$ cat config.mk
export PLATFORM = sky130hd
export DESIGN_NAME = uart_angle_frame_rx
export DESIGN_NICKNAME = d
export VERILOG_FILES = /design/src/rtl/uart_angle_frame_rx.sv
export SDC_FILE = /design/constraint.sdc
export NUM_CORES = 1
export LEC_CHECK = 0
export CAP_MARGIN = 0
export CORE_ASPECT_RATIO = 0.9
export CORE_MARGIN = 3
export CORE_UTILIZATION = 35
export CTS_CLUSTER_DIAMETER = 40
export DETAILED_ROUTE_END_ITERATION = 8
export GPL_TIMING_DRIVEN = 0
export PLACE_DENSITY_LB_ADDON = 0.12
export SLEW_MARGIN = 10
export SYNTH_ARGS = -nofsm -noshare
export SYNTH_HDL_FRONTEND = slang
export SYNTH_SLANG_ARGS = --single-unit
export TNS_END_PERCENT = 50
$ cat constraint.sdc
create_clock -name clk_50m -period 3.7 [get_ports clk_50m]
set_input_delay 0.74 -clock clk_50m [delete_from_list [all_inputs] [get_ports clk_50m]]
set_output_delay 0.74 -clock clk_50m [all_outputs]
set_load 0.01 [all_outputs]
$ cat src/rtl/uart_angle_frame_rx.sv
// 8N1 UART receiver with a SYNC/hi/lo/checksum angle-frame parser.
// Optional inter-byte timeout is compiled in when RX_TIMEOUT_EN is defined.
module uart_angle_frame_rx #(
  parameter int          CLKS_PER_BIT = 434,
  parameter logic [7:0]  SYNC_BYTE    = 8'hA5,
  parameter int          TIMEOUT_BITS = 20
) (
  input  logic        clk_50m,
  input  logic        rst,
  input  logic        rx,
  output logic [15:0] angle,
  output logic        angle_valid,
  output logic        frame_err,
  output logic        rx_busy
);

  localparam int CNT_W = (CLKS_PER_BIT > 1) ? $clog2(CLKS_PER_BIT) : 1;
  localparam logic [CNT_W-1:0] HALF_LAST = CNT_W'(CLKS_PER_BIT / 2 - 1);
  localparam logic [CNT_W-1:0] BIT_LAST  = CNT_W'(CLKS_PER_BIT - 1);

  typedef enum logic [1:0] {RX_IDLE, RX_START, RX_DATA, RX_STOP} rx_state_t;
  typedef enum logic [1:0] {P_HUNT, P_HI, P_LO, P_CHK} parse_state_t;

  logic             rx_meta;
  logic             rx_sync;
  rx_state_t        rx_state;
  logic [CNT_W-1:0] bit_cnt;
  logic [2:0]       bit_idx;
  logic [7:0]       shift_reg;
  parse_state_t     parse_state;
  logic [7:0]       hi_byte;
  logic [7:0]       lo_byte;
  logic             start_det;
  logic             stop_sample;
  logic             byte_done;
  logic             stop_err;
  logic             timeout;

  function automatic logic checksum_ok(input logic [7:0] hi, input logic [7:0] lo,
                                       input logic [7:0] chk);
    return chk == (SYNC_BYTE ^ hi ^ lo);
  endfunction

  // Input synchroniser: idles high so reset never looks like a start bit
  always_ff @(posedge clk_50m or negedge rst) begin
    if (!rst) begin
      rx_meta <= 1'b1;
      rx_sync <= 1'b1;
    end else begin
      rx_meta <= rx;
      rx_sync <= rx_meta;
    end
  end

  assign start_det   = (rx_state == RX_IDLE) && !rx_sync;
  assign stop_sample = (rx_state == RX_STOP) && (bit_cnt == BIT_LAST);
  assign byte_done   = stop_sample && rx_sync;
  assign stop_err    = stop_sample && !rx_sync;

  always_ff @(posedge clk_50m or negedge rst) begin
    if (!rst) begin
      rx_state <= RX_IDLE;
      bit_cnt  <= '0;
      bit_idx  <= '0;
      rx_busy  <= 1'b0;
    end else begin
      case (rx_state)
        RX_IDLE: begin
          bit_cnt <= '0;
          if (!rx_sync) begin
            rx_state <= RX_START;
            rx_busy  <= 1'b1;
          end
        end
        RX_START: begin
          if (bit_cnt == HALF_LAST) begin
            bit_cnt <= '0;
            bit_idx <= '0;
            if (!rx_sync) begin
              rx_state <= RX_DATA;
            end else begin
              rx_state <= RX_IDLE;
              rx_busy  <= 1'b0;
            end
          end else begin
            bit_cnt <= bit_cnt + 1'b1;
          end
        end
        RX_DATA: begin
          if (bit_cnt == BIT_LAST) begin
            bit_cnt <= '0;
            bit_idx <= bit_idx + 1'b1;
            if (bit_idx == 3'd7) rx_state <= RX_STOP;
          end else begin
            bit_cnt <= bit_cnt + 1'b1;
          end
        end
        RX_STOP: begin
          // Leave at mid-stop so a back-to-back start edge is not missed
          if (bit_cnt == BIT_LAST) begin
            bit_cnt  <= '0;
            rx_state <= RX_IDLE;
            rx_busy  <= 1'b0;
          end else begin
            bit_cnt <= bit_cnt + 1'b1;
          end
        end
        default: begin
          rx_state <= RX_IDLE;
          bit_cnt  <= '0;
          rx_busy  <= 1'b0;
        end
      endcase
    end
  end

  always_ff @(posedge clk_50m) begin
    if ((rx_state == RX_DATA) && (bit_cnt == BIT_LAST))
      shift_reg <= {rx_sync, shift_reg[7:1]};
  end

`ifdef RX_TIMEOUT_EN
  localparam int TO_LIMIT = TIMEOUT_BITS * CLKS_PER_BIT;
  localparam int TO_W     = $clog2(TO_LIMIT + 1);

  logic [TO_W-1:0] idle_cnt;

  assign timeout = (parse_state != P_HUNT) && (rx_state == RX_IDLE) && rx_sync &&
                   (idle_cnt == TO_W'(TO_LIMIT - 1));

  always_ff @(posedge clk_50m or negedge rst) begin
    if (!rst) begin
      idle_cnt <= '0;
    end else if ((parse_state == P_HUNT) || start_det || timeout) begin
      idle_cnt <= '0;
    end else if (rx_state == RX_IDLE) begin
      idle_cnt <= idle_cnt + 1'b1;
    end
  end
`else
  assign timeout = 1'b0;
`endif

  // Frame parser: acts on the stop-sample cycle so strobes land one cycle later
  always_ff @(posedge clk_50m or negedge rst) begin
    if (!rst) begin
      parse_state <= P_HUNT;
      angle       <= '0;
      angle_valid <= 1'b0;
      frame_err   <= 1'b0;
    end else begin
      angle_valid <= 1'b0;
      frame_err   <= 1'b0;
      if (stop_err || timeout) begin
        frame_err   <= 1'b1;
        parse_state <= P_HUNT;
      end else if (byte_done) begin
        case (parse_state)
          P_HUNT: if (shift_reg == SYNC_BYTE) parse_state <= P_HI;
          P_HI:   parse_state <= P_LO;
          P_LO:   parse_state <= P_CHK;
          P_CHK: begin
            parse_state <= P_HUNT;
            if (checksum_ok(hi_byte, lo_byte, shift_reg)) begin
              angle       <= {hi_byte, lo_byte};
              angle_valid <= 1'b1;
            end else begin
              frame_err <= 1'b1;
            end
          end
          default: parse_state <= P_HUNT;
        endcase
      end
    end
  end

  always_ff @(posedge clk_50m) begin
    if (byte_done && (parse_state == P_HI)) hi_byte <= shift_reg;
    if (byte_done && (parse_state == P_LO)) lo_byte <= shift_reg;
  end

endmodule

==> impl_metrics.csv <==
group,metric,value,unit
floorplan,initial_utilization,36.4,%
synth,synth_area_per_cell,15.3,µm²
critical_path,cp.arrival,2.45,ns
global_route,grt_pass1_vias,1603,
critical_path,cp-start-kind,"flip-flop",
power,p_switching,0.283,mW
critical_path,slowest_delay,0.44,ns
outcome,outcome,"completed",
timing,skew,0.00831,ns
global_route,grt_max_degree,38,
power,p_sw_share,21.1,%
placed_design,io_buffers,21,
drt,ant_nets,0,
cts,cts_tree,"built",
synth,synth_top_family_by_area,"simple AND/OR/NAND/NOR gates",
synth,yosysSeqAreaShare,59.4,%
synth,synth-simple-area-share,11.1,%
cts,cts_max_level,3,
synth,synth_fa_ha_area_share,4.51,%
timing,slew_headroom,61.6,%
layout,drive_gt1_share,20.9,%
drt,drt-met1-wl,2290,µm
timing,hold_viol_final,0,
drt,num_vias,1524,
timing,final-max-slew-violation-count,0,
timing,fin_crit_sh,60.2,%
critical_path,crit_family,"simple AND/OR/NAND/NOR gates",
synth,synthesis.area,0.00278,mm²
power,intPower,1.06,mW
layout,reg_top3,"angle x16, bit_cnt x9",
power,combPwrFrac,1.1,%
critical_path,required,3.92,ns
timing,fmax,449,MHz
cts,cts.path.max_buffers,2,
drt,drc,0,
cts,numClockSinks,61,
cts,cts_buffers,9,
drt,wl_met3,249,µm
timing,finalCriticalPeriod,2.23,ns
synth,synth_cells,181,
layout,largest_reg_flops,16,
power,pwr_density_cell,401,mW/mm²
synth,synth-xor-area-share,9.20,%
drt,drt_wl_total,4890,µm
timing,final.setup.tns,0,ns
timing,rsz0062_at_grt,"false",
synth,synthMuxAreaShare,9.56,%
critical_path,timing.critical_path.buf_inv,2,
floorplan,fp.dieArea,0.00903,mm²
drt,drtIter0Drc,66,
drt,firstDrtPassIters,4,
power,power_leakage,1.46,nW
layout,final_nets,228,
cts,root_buffer,"clkbuf_8",
power,p_total,1.34,mW
global_route,grt_usage,11.8,%
cts,path_clk_slew,0.07,ns
layout,antenna_cells,0,
floorplan,core-area,0.00762,mm²
power,vdd.ir_drop.worst,0.000310,V
min_path,hp-class,"input port to async pin",
floorplan,die_h,90.5,µm
drt,wl_per_cell,15.5,µm
critical_path,crit_chain,"inv_1, ha_1, nand4bb_1, nor4_2, nand3_4, buf_6, mux2_4",
floorplan,rows,30,
synth,synth_compound_area_share,4.28,%
synth,ys_ff_latch,61,
timing,timing.hold.ws,0.358,ns
global_route,grt_overflow_total,0,
drt,dr.max_layer_used,"met4",
critical_path,cp-end-kind,"flip-flop",
timing,tightest_slew,0.571,ns
synth,yosysWarnings,0,
placed_design,gp_congestion,0.767,
floorplan,die_x,99.9,µm
cts,postCtsSetupBuffers,0,
power,pwr-share-clk,46.7,%
critical_path,worstSetupPathType,"flip-flop to flip-flop",
synth,ys_types,43,
global_route,antenna_found_initial,0,
cts,cts_hold_buf,0,
layout,largest-register,"angle",
cts,clkLatencyLatePin,0.34,ns
cts,post_cts_resized,0,
drt,wl_met2,2290,µm
power,sequentialPowerShare,52.2,%
run,max_cap_violations,0,
synth,syn_nets,194,
critical_path,cp_slowest_cell,"nor4_2",
layout,areaGrowthSynthToFinish,20.7,%
global_route,grt_pass1_wl,8190,µm
timing,setup_violations,0,
placed_design,place_hpwl,3510,µm
drt,vias_per_cell,4.82,
critical_path,critPathMaxFanout,10,
floorplan,ios,22,
-- kinds of logic (layout without fill, tap and decap cells) --
kind of cell | Yosys count | after routing
DFF | 61 | 61
and+or+nand+nor | 45 | 45
muxes | 21 | 21
AOI/OAI and AO/OA | 16 | 16
xor gates and xnor gates | 16 | 16
buffers and inverters | 12 | 51
adders and majority gates | 10 | 10
-- cell type report --
class / count / area, µm²
plain buffers: 4 / 22.5
well taps: 96 / 120
clock buffers: 10 / 149
repair buffers: 23 / 230
clock inverters: 6 / 68.8
flip-flops and latches: 61 / 1650
inverters: 8 / 30.0
multi-input cells: 108 / 1080
fillers: 701 / 4270
-- through the flow --
| step | worst slack (ns) | utilization (%) | instances | instance area (µm²) |
|---|---|---|---|---|
| after global routing | 1.29 | 44.0 | 316 | 3350 |
| final | 1.47 | 44.0 | 316 | 3350 |
| after detailed placement | 1.45 | 41.1 | 300 | 3130 |
| after floorplan | 1.66 | - | 181 | 2780 |
| after global placement | 1.05 | 40.8 | 298 | 3110 |
| after CTS | 1.45 | 44.0 | 316 | 3350 |
-- synth_stat cells (all sizes together) --
library cell	instances	share of area (%)
a21boi	1	0.27
a21o	2	0.54
a21oi	1	0.18
a222oi	1	0.36
a22o	1	0.32
a31oi	1	0.23
and3	5	1.1
buf	1	0.41
clkbuf	3	0.41
dfrtp	35	32
dfstp	2	1.9
edfxtp	24	26
ha	10	4.5
inv	8	1.1
mux2	17	8.1
mux2i	4	1.4
nand2	6	0.81
nand3	3	0.99
nand3b	1	0.27
nand4	1	0.23
nand4b	2	0.86
nand4bb	2	0.81
nor2	12	1.6
nor2b	5	1.1
nor3	2	0.36
nor4	4	2.2
nor4bb	2	0.72
o211a	1	0.36
o21a	1	0.27
o21ai	3	0.54
o2bb2ai	2	0.63
o31ai	1	0.27
o41ai	1	0.32
xnor2	5	1.6
xnor3	4	3.2
xor2	3	0.95
xor3	4	3.4
-- path summary, 6_finish.rpt --
kind / end / slack, ns / depth (start not counted) / start
worst max register to register: angle[7]$_DFFE_PN0P_ / 1.47 / 7 / bit_cnt[1]$_DFF_PN0_
worst max-delay path: angle[7]$_DFFE_PN0P_ / 1.47 / 7 / bit_cnt[1]$_DFF_PN0_
max in group asynchronous: rx_sync$_DFF_PN1_ / 3.07 / 2 / rst
worst min register to register: rx_sync$_DFF_PN1_ / 0.36 / 0 / rx_meta$_DFF_PN1_
min in group clk_50m: rx_sync$_DFF_PN1_ / 0.36 / 0 / rx_meta$_DFF_PN1_
worst min-delay path: angle[6]$_DFFE_PN0P_ / 0.36 / 2 / rst
-- power groups by stage --
stage          logic (mW)  clock network [mW]  registers [mW]
2_1_floorplan     0.00220                   0           0.715
3_3_place_gp       0.0130                   0           0.715
3_5_place_dp       0.0159                   0           0.715
4_1_cts            0.0160               0.649           0.701
5_1_grt            0.0176               0.682           0.701
6_report           0.0151               0.627           0.701
-- placed cells by master, fill, tap and decap left out, types with 6 or more instances in the layout --
cell type        instances
dfrtp_1                 35
mux2_2                   8
clkdlybuf4s50_1         20
edfxtp_1                24
ha_1                    10
inv_1                    7
mux2_4                   9
clkbuf_8                 9
nor2_1                  12
nand2_1                  6
-- worst register-to-register path, cell delays in order (launching register included) --
cell and delay, ns:
dfrtp_1 0.40, inv_1 0.09, ha_1 0.15, nand4bb_1 0.31
nor4_2 0.45, nand3_4 0.20, buf_6 0.23, mux2_4 0.30
-- layer usage --
layer | GRT usage, % | vias to the layer above
met1 | 16.0 | 755
met4 | 4.44 | 0
li1 | - | 730
met5 | 0 | -
met3 | 4.63 | 5
met2 | 16.9 | 34
(Power assumes the default switching activity.)
